**config.mk**
```make
export PLATFORM = sky130hd
export DESIGN_NAME = act_unit_scheduler
export DESIGN_NICKNAME = d
export VERILOG_FILES = /design/src/rtl/act_pkg.sv /design/src/rtl/act_resp_fifo.sv /design/src/rtl/act_unit_scheduler.sv
export SDC_FILE = /design/constraint.sdc
export NUM_CORES = 1
export LEC_CHECK = 0
export ABC_AREA = 0
export CORE_AREA = 10 10 122 147
export CTS_CLUSTER_DIAMETER = 60
export DETAILED_ROUTE_END_ITERATION = 7
export DIE_AREA = 0 0 132 157
export SLEW_MARGIN = 20
export SYNTH_ARGS = -nofsm -noshare
export SYNTH_HDL_FRONTEND = slang
export SYNTH_HIERARCHICAL = 1
export SYNTH_SLANG_ARGS = --single-unit
```
**constraint.sdc**
```tcl
create_clock -name clk -period 2.6 [get_ports clk]
set_clock_uncertainty 0.15 [all_clocks]
set_input_delay 0.52 -clock clk [delete_from_list [all_inputs] [get_ports clk]]
set_output_delay 0.52 -clock clk [all_outputs]
set_load 0.02 [all_outputs]
```
**src/rtl/act_pkg.sv**
```systemverilog
// Shared definitions for the activation-unit scheduler: function select
// encodings, operand width and the tag carried alongside each issued operand.
package act_pkg;

    localparam logic ACT_FUNC_SIGMOID = 1'b0;
    localparam logic ACT_FUNC_TANH    = 1'b1;

    // Q3.5 operand / result width
    localparam int ACT_DW = 8;

    // Wide enough for the largest supported requester count (8)
    localparam int ACT_ID_W = 3;

    typedef struct packed {
        logic [ACT_ID_W-1:0] id;
        logic                func;
    } act_tag_t;

endpackage

```
**src/rtl/act_resp_fifo.sv**
```systemverilog
// Response FIFO for the activation scheduler. Synchronous push/pop with an
// occupancy count; push and pop may coincide at any occupancy, including full.
module act_resp_fifo #(
    parameter int WIDTH = 12,
    parameter int DEPTH = 4
) (
    input  logic                     clk,
    input  logic                     rst_n,
    input  logic                     push,
    input  logic [WIDTH-1:0]         din,
    input  logic                     pop,
    output logic [WIDTH-1:0]         dout,
    output logic [$clog2(DEPTH):0]   count
);

    localparam int AW = (DEPTH > 1) ? $clog2(DEPTH) : 1;
    localparam int CW = $clog2(DEPTH) + 1;
    localparam logic [AW-1:0] LAST = AW'(DEPTH - 1);

    logic [WIDTH-1:0] mem [DEPTH];
    logic [AW-1:0]    wr_ptr;
    logic [AW-1:0]    rd_ptr;
    logic             do_pop;
    logic             full;

    assign do_pop = pop && (count != '0);
    assign full   = (count == CW'(DEPTH));
    assign dout   = mem[rd_ptr];

    // Storage, pointers and occupancy; pointers wrap at DEPTH explicitly
    always_ff @(posedge clk or negedge rst_n) begin
        if (!rst_n) begin
            for (int unsigned i = 0; i < DEPTH; i++) begin
                mem[i] <= '0;
            end
            wr_ptr <= '0;
            rd_ptr <= '0;
            count  <= '0;
        end else begin
            if (push) begin
                mem[wr_ptr] <= din;
                wr_ptr      <= (wr_ptr == LAST) ? '0 : wr_ptr + 1'b1;
            end
            if (do_pop) begin
                rd_ptr <= (rd_ptr == LAST) ? '0 : rd_ptr + 1'b1;
            end
            if (push && !do_pop) begin
                count <= count + 1'b1;
            end else if (!push && do_pop) begin
                count <= count - 1'b1;
            end
        end
    end

    // Upstream credits must never let a push land on a full, non-draining FIFO
    assert property (@(posedge clk) disable iff (!rst_n) !(push && full && !do_pop));

endmodule

```
**src/rtl/act_unit_scheduler.sv**
```systemverilog
// Shares one pipelined sigmoid/tanh unit among NUM_REQ requesters using
// round-robin arbitration, a fixed-latency tag pipeline and a credit-guarded
// response FIFO. Results return in issue order with requester id and function.
// Optional build macro ACT_SCHED_STATS_EN adds stat_issued / stat_stall
// saturating counters.
module act_unit_scheduler
    import act_pkg::*;
#(
    parameter int NUM_REQ   = 4,
    parameter int ACT_LAT   = 1,
    parameter int OUT_DEPTH = 4
) (
    input  logic                         clk,
    input  logic                         reset,
    input  logic [NUM_REQ-1:0]           req_valid,
    output logic [NUM_REQ-1:0]           req_ready,
    input  logic [ACT_DW*NUM_REQ-1:0]    req_data,
    input  logic [NUM_REQ-1:0]           req_func,
    output logic                         act_valid,
    output logic [ACT_DW-1:0]            act_x,
    output logic                         act_func,
    input  logic [ACT_DW-1:0]            act_y,
    output logic                         resp_valid,
    input  logic                         resp_ready,
    output logic [ACT_DW-1:0]            resp_data,
    output logic [$clog2(NUM_REQ)-1:0]   resp_id,
    output logic                         resp_func
`ifdef ACT_SCHED_STATS_EN
    ,
    output logic [15:0]                  stat_issued,
    output logic [15:0]                  stat_stall
`endif
);

    localparam int IDW = $clog2(NUM_REQ);
    localparam int CW  = $clog2(OUT_DEPTH) + 1;
    localparam int IW  = CW + 1;
    localparam int TW  = $bits(act_tag_t);
    localparam int FW  = ACT_DW + TW;
    localparam logic [IDW-1:0] LAST_ID = IDW'(NUM_REQ - 1);

    logic [IDW-1:0]    rr_ptr;
    logic [IDW-1:0]    grant;
    logic [IDW-1:0]    idx;
    logic              any_valid;
    logic              can_issue;
    logic              issue;
    logic [ACT_DW-1:0] last_x;
    logic              last_func;
    act_tag_t          new_tag;

    logic [ACT_LAT-1:0] stg_valid;
    act_tag_t           stg_tag [ACT_LAT];
    logic [IW-1:0]      inflight;

    logic [CW-1:0]      fifo_count;
    logic [FW-1:0]      fifo_dout;
    act_tag_t           head_tag;
    logic               pop;

    // Round-robin search for the first valid requester starting at rr_ptr
    always_comb begin
        grant     = '0;
        any_valid = 1'b0;
        idx       = '0;
        for (int unsigned k = 0; k < NUM_REQ; k++) begin
            idx = IDW'((32'(rr_ptr) + k) % 32'(NUM_REQ));
            if (!any_valid && req_valid[idx]) begin
                any_valid = 1'b1;
                grant     = idx;
            end
        end
    end

    // Credits: every issued operand still in the tag pipeline or the FIFO
    always_comb begin
        inflight = '0;
        for (int unsigned i = 0; i < ACT_LAT; i++) begin
            inflight = inflight + IW'(stg_valid[i]);
        end
    end

    assign can_issue = (inflight + IW'(fifo_count)) < IW'(OUT_DEPTH);
    assign issue     = reset && any_valid && can_issue;

    // Accept and operand steering; act_x/act_func hold their last value when idle
    always_comb begin
        req_ready    = '0;
        new_tag.id   = ACT_ID_W'(grant);
        new_tag.func = req_func[grant];
        act_valid    = issue;
        act_x        = last_x;
        act_func     = last_func;
        if (issue) begin
            req_ready[grant] = 1'b1;
            act_x            = req_data[ACT_DW*grant +: ACT_DW];
            act_func         = req_func[grant];
        end
    end

    // Arbitration pointer and held operand registers
    always_ff @(posedge clk or negedge reset) begin
        if (!reset) begin
            rr_ptr    <= '0;
            last_x    <= '0;
            last_func <= ACT_FUNC_SIGMOID;
        end else if (issue) begin
            rr_ptr    <= (grant == LAST_ID) ? '0 : grant + 1'b1;
            last_x    <= act_x;
            last_func <= act_func;
        end
    end

    // Tag pipeline aligned to the activation unit latency
    always_ff @(posedge clk or negedge reset) begin
        if (!reset) begin
            stg_valid <= '0;
            for (int unsigned i = 0; i < ACT_LAT; i++) begin
                stg_tag[i] <= '0;
            end
        end else begin
            stg_valid[0] <= issue;
            stg_tag[0]   <= new_tag;
            for (int unsigned i = 1; i < ACT_LAT; i++) begin
                stg_valid[i] <= stg_valid[i-1];
                stg_tag[i]   <= stg_tag[i-1];
            end
        end
    end

    assign pop = resp_valid && resp_ready;

    act_resp_fifo #(
        .WIDTH (FW),
        .DEPTH (OUT_DEPTH)
    ) u_resp_fifo (
        .clk   (clk),
        .rst_n (reset),
        .push  (stg_valid[ACT_LAT-1]),
        .din   ({act_y, stg_tag[ACT_LAT-1]}),
        .pop   (pop),
        .dout  (fifo_dout),
        .count (fifo_count)
    );

    assign head_tag   = act_tag_t'(fifo_dout[TW-1:0]);
    assign resp_valid = (fifo_count != '0);
    assign resp_data  = fifo_dout[FW-1 -: ACT_DW];
    assign resp_id    = IDW'(head_tag.id);
    assign resp_func  = head_tag.func;

`ifdef ACT_SCHED_STATS_EN
    // Saturating counters of issues and of credit-stalled request cycles
    always_ff @(posedge clk or negedge reset) begin
        if (!reset) begin
            stat_issued <= '0;
            stat_stall  <= '0;
        end else begin
            if (issue && (stat_issued != '1)) begin
                stat_issued <= stat_issued + 16'd1;
            end
            if ((|req_valid) && !can_issue && (stat_stall != '1)) begin
                stat_stall <= stat_stall + 16'd1;
            end
        end
    end
`endif

endmodule

```
; ---- Yosys cells after proc, flatten, opt, wreduce, memory -nomap -nowiden
; Index checks and enable logic that the tools add are counted.
; W data, S select, Z words.
[word_totals]
out_inout_bits = 26
latchBits = 0
mem_bits_ro = 0
word_cells = 90
inputBits = 51
ff_bits = 70
mem_bits_rw = 0
mem_count = 0
[classes]
magnitude_cmp = 10
mux = 34
shift = 1
n_bitwise = 2
n_mul = 0
n_eq_ne = 3
n_reduce_logical = 18
n_div = 0
n_addsub = 9
[ops]
columns = cell, n
row1 = $bwmux W48, 1
row2 = $mux W12, 3
row3 = $shiftx A32 B6 Y8, 1
row4 = $bmux W12 S2, 1
row5 = $demux W12 S2, 1
row6 = $lt A2 B3 Y1 const B, 5
row7 = $mux W2, 7
row8 = $logic_and A1 B1 Y1, 11
row9 = $mux W1, 11
row10 = $bmux W1 S2, 5
row11 = $add A2 B1 Y2 const B, 4
row12 = $mux W8, 1
row13 = $eq A2 B2 Y1 const B, 3
row14 = $ge A3 B3 Y1 const B, 2
row15 = $mux W3, 2
row16 = $not A2 Y3, 2
row17 = $logic_not A1 Y1, 5
row18 = $add A1 B3 Y4, 1
row19 = $add A2 B2 Y2 const B, 2
row20 = $lt A4 B3 Y1 const B, 1
row21 = $mux W4, 1
row22 = $add A3 B1 Y3 const B, 1
row23 = $lt A3 B1 Y1 const B, 1
row24 = $reduce_bool A3 Y1, 1
row25 = 4 further kinds, 4

; ---- Logic depth before layout (Yosys ltp)
[logic_depth]
depth_word = 17
ltp_mapped = 9
ltp_nobuf = 9

; ---- Cells and area by module
; The synthesis kept the hierarchy.
[by_module_without_submodules]
columns = mod, seq_area_each_um2, cells_each, n_inst, area_each_um2
row1 = act_resp_fifo, 1376.3, 150, 1, 2474.9
row2 = act_unit_scheduler, 375.4, 124, 1, 1217.4

; ---- Worst setup path before layout
; No wires, ideal clock.
[synth_path]
path_type = input -> output
start = input port req_valid[0]
end = output port act_x[1]
t_required_ps = 1930
path_buffers = 1
t_arrival_ps = 2209
path_stages = 5
setup_slack_ps = -279
path_cell_list = or4_4 -> nand4b_4 -> inv_4 -> clkbuf_1 -> a311oi_1
[synth_between]
elab_chain_cells = 15
elab_cells_between_ends = 26
classes_between = 1 x shift / 17 x mux / 8 x reduce/logical
[synth_rtl]
columns = element, line
row1 = start: declaration, act_unit_scheduler.sv:15  ; input logic [NUM_REQ-1:0] req_valid,
row2 = $bmux W1 S2, act_unit_scheduler.sv:68  ; if (!any_valid && req_valid[idx]) begin
row3 = $mux W1 (implied by the code), act_unit_scheduler.sv:68
row4 = $mux W1, act_unit_scheduler.sv:68
row5 = $logic_not A1 Y1, act_unit_scheduler.sv:68
row6 = $logic_and A1 B1 Y1, act_unit_scheduler.sv:68
row7 = $mux W1, act_unit_scheduler.sv:68
row8 = $logic_not A1 Y1, act_unit_scheduler.sv:68
row9 = $logic_and A1 B1 Y1, act_unit_scheduler.sv:68
row10 = $mux W1, act_unit_scheduler.sv:68
row11 = $logic_not A1 Y1, act_unit_scheduler.sv:68
row12 = $logic_and A1 B1 Y1, act_unit_scheduler.sv:68
row13 = $mux W1 (*), act_unit_scheduler.sv:68
row14 = $logic_and A1 B1 Y1 (*) (2 in series), act_unit_scheduler.sv:84  ; assign issue = reset && any_valid && can_issue;
row15 = via act_valid, act_unit_scheduler.sv:19  ; output logic act_valid,
row16 = $mux W8 (*), act_unit_scheduler.sv:94  ; if (issue) begin
row17 = end: declaration, act_unit_scheduler.sv:20  ; output logic [ACT_DW-1:0] act_x,
; Mark *: on every way through the listed nets, which the timed path passes. The rest lies on a longest branch. The select of a mux whose other input is x is not followed.

; ---- Worst setup path in the final report
[layout_path]
start = register rr_ptr[1]
end = output port act_x[6]
[layout_between]
elab_chain_cells = 15
elab_cells_between_ends = 29
classes_between = 3 x add/sub / 1 x shift / 17 x mux / 8 x reduce/logical
[layout_rtl]
columns = element, line
row1 = start: declaration, act_unit_scheduler.sv:42  ; logic [IDW-1:0] rr_ptr;
row2 = start signal: assignment, act_unit_scheduler.sv:108  ; rr_ptr <= (grant == LAST_ID) ? '0 : grant + 1'b1;
row3 = "parallel branches: the longest is 14 deep, another holds $add A2 B1 Y2", --
row4 = $mux W8 (*), act_unit_scheduler.sv:94
; Every way passes the cells marked *. The select of a mux whose other input is x is not followed.

==> Implementation_results.wiki <==
{| class="wikitable"
! Metric !! Value
|-
| First-pass detailed-route iteration total || 4
|-
| Minimum clock period after layout || 2.77 ns
|-
| Setup crit end kind || output pin
|-
| Number of global-route vias before repair || 2982
|-
| Final Hold Viols || 0
|-
| Required time worst endpoint || 1.93 ns
|-
| Power dissipated by switching net loads || 2380 µW
|-
| Net Count, Synth || 326
|-
| Worst setup slack after layout || -0.169 ns
|-
| Top-level port count || 77
|-
| Pwr Density || 1230 mW/mm²
|-
| Via density per instance || 4.38
|-
| Startpoint type of the worst setup path || flip-flop
|-
| Count of input and output buffers || 76
|-
| Wire length of the first global-routing pass || 15.3 mm
|-
| Violated checks || negative setup slack
|-
| Number of buffers inserted during clock tree synthesis || 9
|-
| DP HPWL || 6.40 mm
|-
| Highest achievable clock rate || 361 MHz
|-
| Crit share post-route || 106%
|-
| Y dimension of the die || 157 µm
|-
| Worst setup path category || reg -> out
|-
| Final max-slew violation count || 0
|-
| Cells on worst reg2reg path || 10
|-
| H-tree depth || 3
|-
| Number of remaining DRC errors || 0
|-
| Clk buf depth || 2
|-
| Syn avg cell area || 13.3 µm²
|-
| Status || complete, but fails checks
|-
| Path class of the lowest-slack min-delay path || in -> async
|-
| Clock-pin transition on the worst setup and hold timing paths || 0.05 ns
|-
| Post-detailed-route count of antenna-violating nets || 0
|-
| Routed via count || 2631
|-
| CTS tree || done
|-
| Warnings from Yosys || 6
|-
| Sinks on the clock net || 66
|-
| Endpoint of the worst register-to-register path || u_resp_fifo/count[2]
|-
| GRT Util Overall || 9.03%
|-
| Proportion of layout cells with a drive suffix above 1 || 50.1%
|-
| Highest-count cells in the layout ignoring fill and taps || 64 x dfrtp_1, 51 x buf_4, 47 x clkdlybuf4s50_1
|-
| Horizontal die dimension || 132 µm
|-
| Pin count of the biggest net entering global routing || 67
|-
| RSZ-0062 raised after global routing || yes
|-
| Internal cell power || 4410 µW
|-
| Count of fill cells added during filler insertion || 1482
|-
| Clock group share of total power || 19.7%
|-
| Std cell rows || 50
|-
| Static leakage || 0.00228 µW
|-
| Fin nets || 450
|-
| Post-synth design cell area || 0.00352 mm²
|-
| Peak supply drop || 0.519 mV
|-
| Leading cell type in the layout, fill and taps excluded || dfrtp_1
|-
| Layout Area Growth over Synthesis || 56.5%
|-
| Worst hold slack across all endpoints || 0.349 ns
|-
| Final wirelength || 9.36 mm
|-
| Arrival time of data at the critical path endpoint || 2.10 ns
|-
| Overflow after GRT || 0
|-
| Root Buffer Master || clkbuf_16
|-
| Initial core utilization || 23.2%
|-
| Total negative slack || -1.72 ns
|-
| Proportion of total power due to net switching || 35.1%
|-
| Reg-to-Reg Start || u_resp_fifo/count[1]
|-
| Die Footprint || 0.0207 mm²
|-
| Total of max-cap violations || 0
|-
| Reg2reg setup slack || 0.13 ns
|-
| Transition time of the tightest slew-check pin || 0.849 ns
|-
| Total of endpoints with negative setup slack in the final report || 13
|-
| Global placer's final weighted congestion || 0.803
|-
| Average wire length per cell after detail routing || 15.6 µm
|-
| Antenna violations before repair || 0
|-
| Sequential fraction of design power || 27.2%
|-
| Max FO, Critical Path || 8
|-
| Worst slew margin relative to its limit || 43.4%
|-
| Combinational Power Share || 53.0%
|-
| Drt initial violations || 75
|-
| Floorplan Core Area || 0.0152 mm²
|-
| Hold bufs inserted after CTS || 0
|-
| Number of antenna cells inserted || 0
|-
| Clock insertion delay at the later pin of the skew report || 0.32 ns
|-
| Mapped Cells || 264
|}
what timing repair did:
action	in CTS	in global routing
setup buffers	7	8
gates resized for setup	133	21
gates cloned	2	0
setup endpoints to repair	25	14
pin swaps	22	16
flip-flops by register name, summed over array words and instances, names as in the netlist:
register,flops
u_resp_fifo/mem,44
u_resp_fifo/count,3
stg_tag,3
rr_ptr,2
last_func,1
u_resp_fifo/wr_ptr,2
last_x,8
u_resp_fifo/rd_ptr,2
stg_valid,1
how the worst max path moves through the flow:
| stage | startpoint | endpoint | slack, ns | cells past startpoint |
|---|---|---|---|---|
| final | rr_ptr[1] | act_x[6] | -0.17 | 8 |
| after detailed placement | req_valid[0] | act_x[6] | -1.04 | 9 |
| after global placement | req_valid[0] | act_x[6] | -1.02 | 9 |
| after global routing | rr_ptr[1] | act_x[6] | -0.27 | 8 |
| after floorplan | req_valid[0] | act_x[0] | -0.18 | 5 |
| after CTS | rr_ptr[1] | act_x[6] | -0.19 | 8 |
critical path, stage by stage (launching register included):
cell and delay (ns):
dfrtp_2 0.43, nor2b_4 0.15, o21ai_4 0.14, and3_4 0.26, buf_12 0.15, mux2i_4 0.26
a311oi_2 0.12, buf_4 0.15, buf_6 0.12
per-layer routing:
metal | GRT usage, % | routed length (µm) | vias to the layer above
li1 | - | - | 1229
met1 | 10.7 | 4190 | 1311
met2 | 14.6 | 4370 | 83
met3 | 4.24 | 729 | 8
met4 | 1.96 | 75 | 0
met5 | 0 | 0 | -
power groups by stage:
stage | clock, µW | sequential [µW] | combinational [µW]
after detailed placement | 0 | 1860 | 3280
after CTS | 1370 | 1850 | 3480
after global placement | 0 | 1820 | 3200
after floorplan | 0 | 1770 | 2070
final | 1340 | 1850 | 3600
after global routing | 1430 | 1920 | 3900
stage by stage:
| step | util [%] | std cells | cell area (µm²) | total power (µW) | setup WS (ns) |
|---|---|---|---|---|---|
| detailed placement | 31.4 | 568 | 4770 | 5140 | -1.04 |
| floorplan | - | 264 | 3560 | 3850 | -0.179 |
| global placement | 31.4 | 568 | 4770 | 5020 | -1.02 |
| global route | 36.2 | 601 | 5510 | 7250 | -0.272 |
| CTS | 35.2 | 593 | 5350 | 6710 | -0.193 |
| finish | 36.2 | 601 | 5510 | 6790 | -0.169 |
cell type report:
class                           instances  area, µm²  area share [%]
Clock buffer                           12        267            4.84
Clock inverter                          4       72.6            1.32
Inverter                               16       65.1            1.18
Multi-Input combinational cell        166       1960            35.6
Tap cell                              208        260            4.72
Timing Repair Buffer                  129       1230            22.3
Sequential cell                        66       1650            30.0
No activity file was read; power rests on OpenSTA's default activity.
